File: src/rtl/run_ctrl.sv
// run_ctrl: run sequencer and data-memory write tracer for processor_arm.
// Optional macro RUN_CTRL_ADDR_FILTER_EN limits capture to FILTER_LO..FILTER_HI.
module run_ctrl #(
  parameter int          N            = 64,
  parameter int          RESET_CYCLES = 2,
  parameter int          RUN_CYCLES   = 50,
  parameter int          DUMP_CYCLES  = 2,
  parameter int          TRACE_DEPTH  = 16,
  parameter logic [N-1:0] FILTER_LO   = '0,
  parameter logic [N-1:0] FILTER_HI   = {N{1'b1}}
) (
  input  logic                             CLOCK_50,
  input  logic                             reset,
  input  logic                             start,
  output logic                             core_reset,
  output logic                             dump,
  input  logic                             DM_writeEnable,
  input  logic [N-1:0]                     DM_addr,
  input  logic [N-1:0]                     DM_writeData,
  input  logic                             trace_rd,
  output logic                             trace_valid,
  output logic [N-1:0]                     trace_addr,
  output logic [N-1:0]                     trace_data,
  output logic [$clog2(TRACE_DEPTH+1)-1:0] trace_count,
  output logic                             overflow,
  output logic [31:0]                      write_count,
  output logic                             busy,
  output logic                             done
);

  localparam int CW = $clog2(TRACE_DEPTH + 1);
  localparam int PW = $clog2(TRACE_DEPTH);
  localparam logic [CW-1:0] FULL = CW'(TRACE_DEPTH);

  typedef enum logic [2:0] {
    S_IDLE, S_HOLD, S_RUN, S_DUMP, S_DONE
  } state_e;

  state_e        state_q, state_d;
  logic [31:0]   cyc_q, cyc_d;
  logic [PW-1:0] wr_ptr_q, wr_ptr_d;
  logic [PW-1:0] rd_ptr_q, rd_ptr_d;
  logic [CW-1:0] count_q, count_d;
  logic          ovf_q, ovf_d;
  logic [31:0]   wcnt_q, wcnt_d;

  logic [N-1:0]  mem_addr_q [TRACE_DEPTH];
  logic [N-1:0]  mem_data_q [TRACE_DEPTH];

  logic start_acc, in_range, capture;
  logic full, pop, push;

  assign start_acc = start &&
    (state_q == S_IDLE || state_q == S_DONE);

`ifdef RUN_CTRL_ADDR_FILTER_EN
  assign in_range = (DM_addr >= FILTER_LO) &&
                    (DM_addr <= FILTER_HI);
`else
  logic unused_filter;
  assign unused_filter = ^{FILTER_LO, FILTER_HI};
  assign in_range = 1'b1;
`endif

  assign capture = (state_q == S_RUN) &&
                   DM_writeEnable && in_range;
  assign full    = (count_q == FULL);
  assign pop     = trace_rd && (count_q != '0);
  // a full FIFO still accepts a push when a pop frees a slot
  assign push    = capture && (!full || pop);

  // state register and phase cycle counter
  always_ff @(posedge CLOCK_50) begin
    if (reset) begin
      state_q <= S_IDLE;
      cyc_q   <= '0;
    end else begin
      state_q <= state_d;
      cyc_q   <= cyc_d;
    end
  end

  // next state: each timed phase ends after its cycle count
  always_comb begin
    state_d = state_q;
    cyc_d   = cyc_q + 32'd1;
    unique case (state_q)
      S_IDLE: begin
        cyc_d = '0;
        if (start) state_d = S_HOLD;
      end
      S_HOLD: begin
        if (cyc_q == 32'(RESET_CYCLES - 1)) begin
          state_d = S_RUN;
          cyc_d   = '0;
        end
      end
      S_RUN: begin
        if (cyc_q == 32'(RUN_CYCLES - 1)) begin
          state_d = S_DUMP;
          cyc_d   = '0;
        end
      end
      S_DUMP: begin
        if (cyc_q == 32'(DUMP_CYCLES - 1)) begin
          state_d = S_DONE;
          cyc_d   = '0;
        end
      end
      S_DONE: begin
        cyc_d = '0;
        if (start) state_d = S_HOLD;
      end
      default: begin
        state_d = S_IDLE;
        cyc_d   = '0;
      end
    endcase
  end

  // control outputs decoded from the current state
  always_comb begin
    core_reset = (state_q == S_IDLE) || (state_q == S_HOLD);
    dump       = (state_q == S_DUMP);
    busy       = (state_q == S_HOLD) || (state_q == S_RUN) ||
                 (state_q == S_DUMP);
    done       = (state_q == S_DONE);
  end

  // FIFO bookkeeping; an accepted start flushes everything
  always_comb begin
    wr_ptr_d = wr_ptr_q;
    rd_ptr_d = rd_ptr_q;
    count_d  = count_q;
    ovf_d    = ovf_q;
    wcnt_d   = wcnt_q;
    if (start_acc) begin
      wr_ptr_d = '0;
      rd_ptr_d = '0;
      count_d  = '0;
      ovf_d    = 1'b0;
      wcnt_d   = '0;
    end else begin
      if (pop)  rd_ptr_d = rd_ptr_q + PW'(1);
      if (push) wr_ptr_d = wr_ptr_q + PW'(1);
      count_d = count_q + CW'(push) - CW'(pop);
      if (capture && !push) ovf_d = 1'b1;
      if (capture && wcnt_q != '1)
        wcnt_d = wcnt_q + 32'd1;
    end
  end

  // FIFO control registers
  always_ff @(posedge CLOCK_50) begin
    if (reset) begin
      wr_ptr_q <= '0;
      rd_ptr_q <= '0;
      count_q  <= '0;
      ovf_q    <= 1'b0;
      wcnt_q   <= '0;
    end else begin
      wr_ptr_q <= wr_ptr_d;
      rd_ptr_q <= rd_ptr_d;
      count_q  <= count_d;
      ovf_q    <= ovf_d;
      wcnt_q   <= wcnt_d;
    end
  end

  // trace storage; contents are don't-care until pushed
  always_ff @(posedge CLOCK_50) begin
    if (push) begin
      mem_addr_q[wr_ptr_q] <= DM_addr;
      mem_data_q[wr_ptr_q] <= DM_writeData;
    end
  end

  assign trace_valid = (count_q != '0);
  assign trace_addr  = mem_addr_q[rd_ptr_q];
  assign trace_data  = mem_data_q[rd_ptr_q];
  assign trace_count = count_q;
  assign overflow    = ovf_q;
  assign write_count = wcnt_q;

endmodule
File: config.mk
export PLATFORM = sky130hd
export DESIGN_NAME = run_ctrl
export DESIGN_NICKNAME = d
export VERILOG_FILES = /design/src/rtl/run_ctrl.sv
export SDC_FILE = /design/constraint.sdc
export NUM_CORES = 2
export LEC_CHECK = 0
export BUFFER_PORTS_ARGS = -buffer_cell sky130_fd_sc_hd__buf_2
export CORE_MARGIN = 4
export CORE_UTILIZATION = 50
export DETAILED_ROUTE_END_ITERATION = 7
export HOLD_SLACK_MARGIN = 0.08
export PLACE_DENSITY = 0.66
export SYNTH_ARGS = -nofsm -noshare
export SYNTH_HDL_FRONTEND = slang
export SYNTH_SLANG_ARGS = --single-unit
File: constraint.sdc
create_clock -name CLOCK_50 -period 16.9 [get_ports CLOCK_50]
set_clock_uncertainty 0.05 [all_clocks]
set_input_delay 2.535 -clock CLOCK_50 [delete_from_list [all_inputs] [get_ports CLOCK_50]]
set_output_delay 2.535 -clock CLOCK_50 [all_outputs]
set_load 0.01 [all_outputs]
==> results.json <==
{
  "synthXorXnorAreaFrac": 0.00476,
  "grt_pass1_wl_um": 262000,
  "post-route-period-util": 0.462,
  "pin_count": 304,
  "worst_slew_pin_slew_ns": 1.25,
  "grt-ovfl-total": 0,
  "fin_setup_tns_ns": 0,
  "dpl.hpwl_um": 88200,
  "async_flop_share": 0,
  "timing.fmax_mhz": 128,
  "yosysWarningCount": 0,
  "antenna_found_initial": 48,
  "syn_nets": 3527,
  "postCtsSetupRepairBufs": 0,
  "r2r-start": "state_q[2]$_SDFFE_PP0P_",
  "drive_above_1_share": 0.337,
  "crit_chain": "buf_4 > buf_4 > buf_4 > mux4_2 > nor2b_1 > a211oi_1 > a21oi_1 > buf_2",
  "stdcell_count": 6133,
  "grt_util_all_layers": 0.213,
  "nFillCells": 11600,
  "ys_types": 62,
  "slowest_stage": "dfxtp_4",
  "num_rows": 147,
  "postPlaceCellArea_um2": 85200,
  "cp.required_ns": 14.32,
  "netlist_area_um2": 80900,
  "postCtsHoldBufs": 0,
  "synth_top_area_frac": 0.760,
  "die_x_um": 410,
  "root_buffer": "clkbuf_16",
  "coreArea_um2": 161000,
  "ant_nets": 0,
  "drtPass1Iterations": 5,
  "cts_tree": "yes",
  "r2r_cells": 7,
  "crit_arrival_ns": 5.23,
  "drtIter0Drc": 3913,
  "final_nets": 3940,
  "num_vias": 36800,
  "setup_viol": 0,
  "synthMuxAreaShare": 0.176,
  "final_util": 0.570,
  "synth_edf_count": 2048,
  "wl_per_cell_um": 28.8,
  "synth.avg_cell_area_um2": 23.9,
  "grt_setup_unrepaired": "false",
  "slew-limit-headroom": 0.164,
  "htreeDepth": 4,
  "grt_max_degree": 157,
  "crit_top_cell": "buf_4",
  "place_inst": 5740,
  "total_power_mw": 11.2,
  "drc_errors": 0,
  "pre_cts_ws_ns": 9.84,
  "ys_ff_latch": 2133,
  "synth.largest_area_cell": "edfxtp_1",
  "clockBufferDepth": 3,
  "synth_compound_area_frac": 0.00722,
  "synthAdderAreaFrac": 0.00241,
  "finalCriticalPeriod_ns": 7.81,
  "cap_violations": 0,
  "whs_path_depth": 2,
  "p_per_area_nw_per_um2": 122,
  "port_buffers": 303,
  "globalplace.congestion": 0.734,
  "die_h_um": 410,
  "fin_area_um2": 91700,
  "syn_to_final_growth_pct": 13.3,
  "ir_drop_uv": 98.5,
  "worstSetupEndpointType": "primary output",
  "leakagePower_nw": 27.7,
  "startpoint_type": "flip-flop",
  "cp_max_fo": 55,
  "crit_type": "reg -> out",
  "cts.clk_slew.worst_paths_ns": 0.06,
  "rrSetupSlack_ns": 12.60,
  "netlist_instances": 3379,
  "fp.dieArea_um2": 168000,
  "worstHoldPathType": "reg -> reg",
  "min_to": "overflow$_SDFFE_PP0P_",
  "numCtsBuffers": 210,
  "insertion_delay_ns": 0.81,
  "wirelength_um": 177000,
  "viasPerCell": 6.00,
  "grt_pass1_vias": 38100,
  "min_from": "overflow$_SDFFE_PP0P_",
  "ys.flop_type": "edfxtp_1",
  "slew_viol_final": 0,
  "synth.yosys.seq_area_share": 0.781,
  "layout_setup_ws_ns": 9.09,
  "synthSimpleGateAreaFrac": 0.0181,
  "yosys-top-cells-area": "edfxtp_1 (76%), mux4_2 (17%), dfxtp_1 (2.1%), clkbuf_1 (0.48%), nor2_1 (0.35%)",
  "status": "finished clean",
  "hold_viol_final": 0,
  "fin_hold_ws_ns": 0.428,
  "slowest_delay_ns": 0.83,
  "synth_top_family_by_area": "multiplexers",
  "cts_num_sinks": 2133,
  "start_util": 0.503,
  "reg2reg_to": "mem_data_q[11][37]$_DFFE_PP_",
  "cts_resized": 0
}
==> flip-flops by register name, indices dropped and copies added (netlist names), named ones only <==
register,flops
mem_addr_q,1024
rd_ptr_q,4
wr_ptr_q,4
write_count,32
overflow,1
mem_data_q,1024
trace_count,5
state_q,3
cyc_q,32
==> cell usage after synthesis (15+ instances only) <==
master    count
edfxtp_1   2048
mux4_2      628
clkbuf_1    103
dfxtp_1      85
nor2_1       76
buf_2        42
a21oi_1      35
nand2_1      32
xnor2_1      30
nand3_1      25
inv_1        21
nor3_1       19
buf_1        17
nor4_1       17
nand4_1      15
==> cell type report <==
type / instances / area [um^2] / share of cell area
diodes: 19 / 47.5 / 0.000519
clock buffers: 278 / 5640 / 0.0615
clock inverters: 96 / 792 / 0.00864
inverters: 21 / 78.8 / 0.000860
multi-input cells: 1058 / 17000 / 0.186
flip-flops and latches: 2133 / 63200 / 0.690
well taps: 2160 / 2700 / 0.0295
repair buffers: 368 / 2170 / 0.0236
==> power breakdown <==
group | switching [mW] | internal [mW]
clock network | 1.89 | 2.49
registers | 0.0268 | 5.80
logic | 0.482 | 0.529
==> cells in the final DEF, fill, tap and decap left out, drive strengths merged, types with 5 or more instances in the layout <==
master  netlist  layout
edfxtp     2048    2048
mux4        628     628
buf          62     368
clkbuf      105     278
dfxtp        85      85
nor2         76      76
clkinv        0      75
a21oi        42      42
nand2        33      33
xnor2        30      30
inv          21      28
nand3        27      27
nor3         20      20
diode         0      19
or3          19      19
nor4         17      17
o21ai        17      17
nand4        16      16
xor2         14      14
ha           14      14
or4          14      14
mux2i        13      13
a211oi       13      13
nor2b        12      12
bufinv        0      10
o31ai         6       6
and2          5       5
or2           5       5
==> metal layers <==
metal	wire [um]	track usage
met1	70700	0.291
met2	88800	0.350
met3	12800	0.0490
met4	4550	0.0612
met5	88	0
==> logic make-up (layout without fill, tap and decap cells) <==
family	count (synthesis)	in the layout
other	0	19
adder cells (fa/ha/maj)	15	15
multiplexers	641	641
AND/OR/NAND/NOR	266	266
buffers and inverters	188	763
XOR/XNOR	44	44
flip-flops	2133	2133
AO/OA/AOI/OAI	92	92
==> how the worst max path moves through the flow <==
stage                        start                         end  slack, ns
finish                   flip-flop              trace_addr[31]       9.09
global placement         flip-flop              trace_addr[11]       9.82
floorplan           DM_writeEnable  mem_addr_q[3][0]$_DFFE_PP_       3.94
global route             flip-flop              trace_addr[11]       8.72
detailed placement       flip-flop              trace_addr[11]       9.84
CTS                      flip-flop              trace_addr[11]       8.94
==> critical path, delay by kind of cell, from the launching register on <==
kind,cells,cell delay [ns]
AOI/OAI and AO/OA,2,0.35
buffers and inverters,4,2.57
DFF,1,0.83
muxes,1,0.41
and+or+nand+nor,1,0.15
Note: power is estimated with default switching activity, not from simulation.
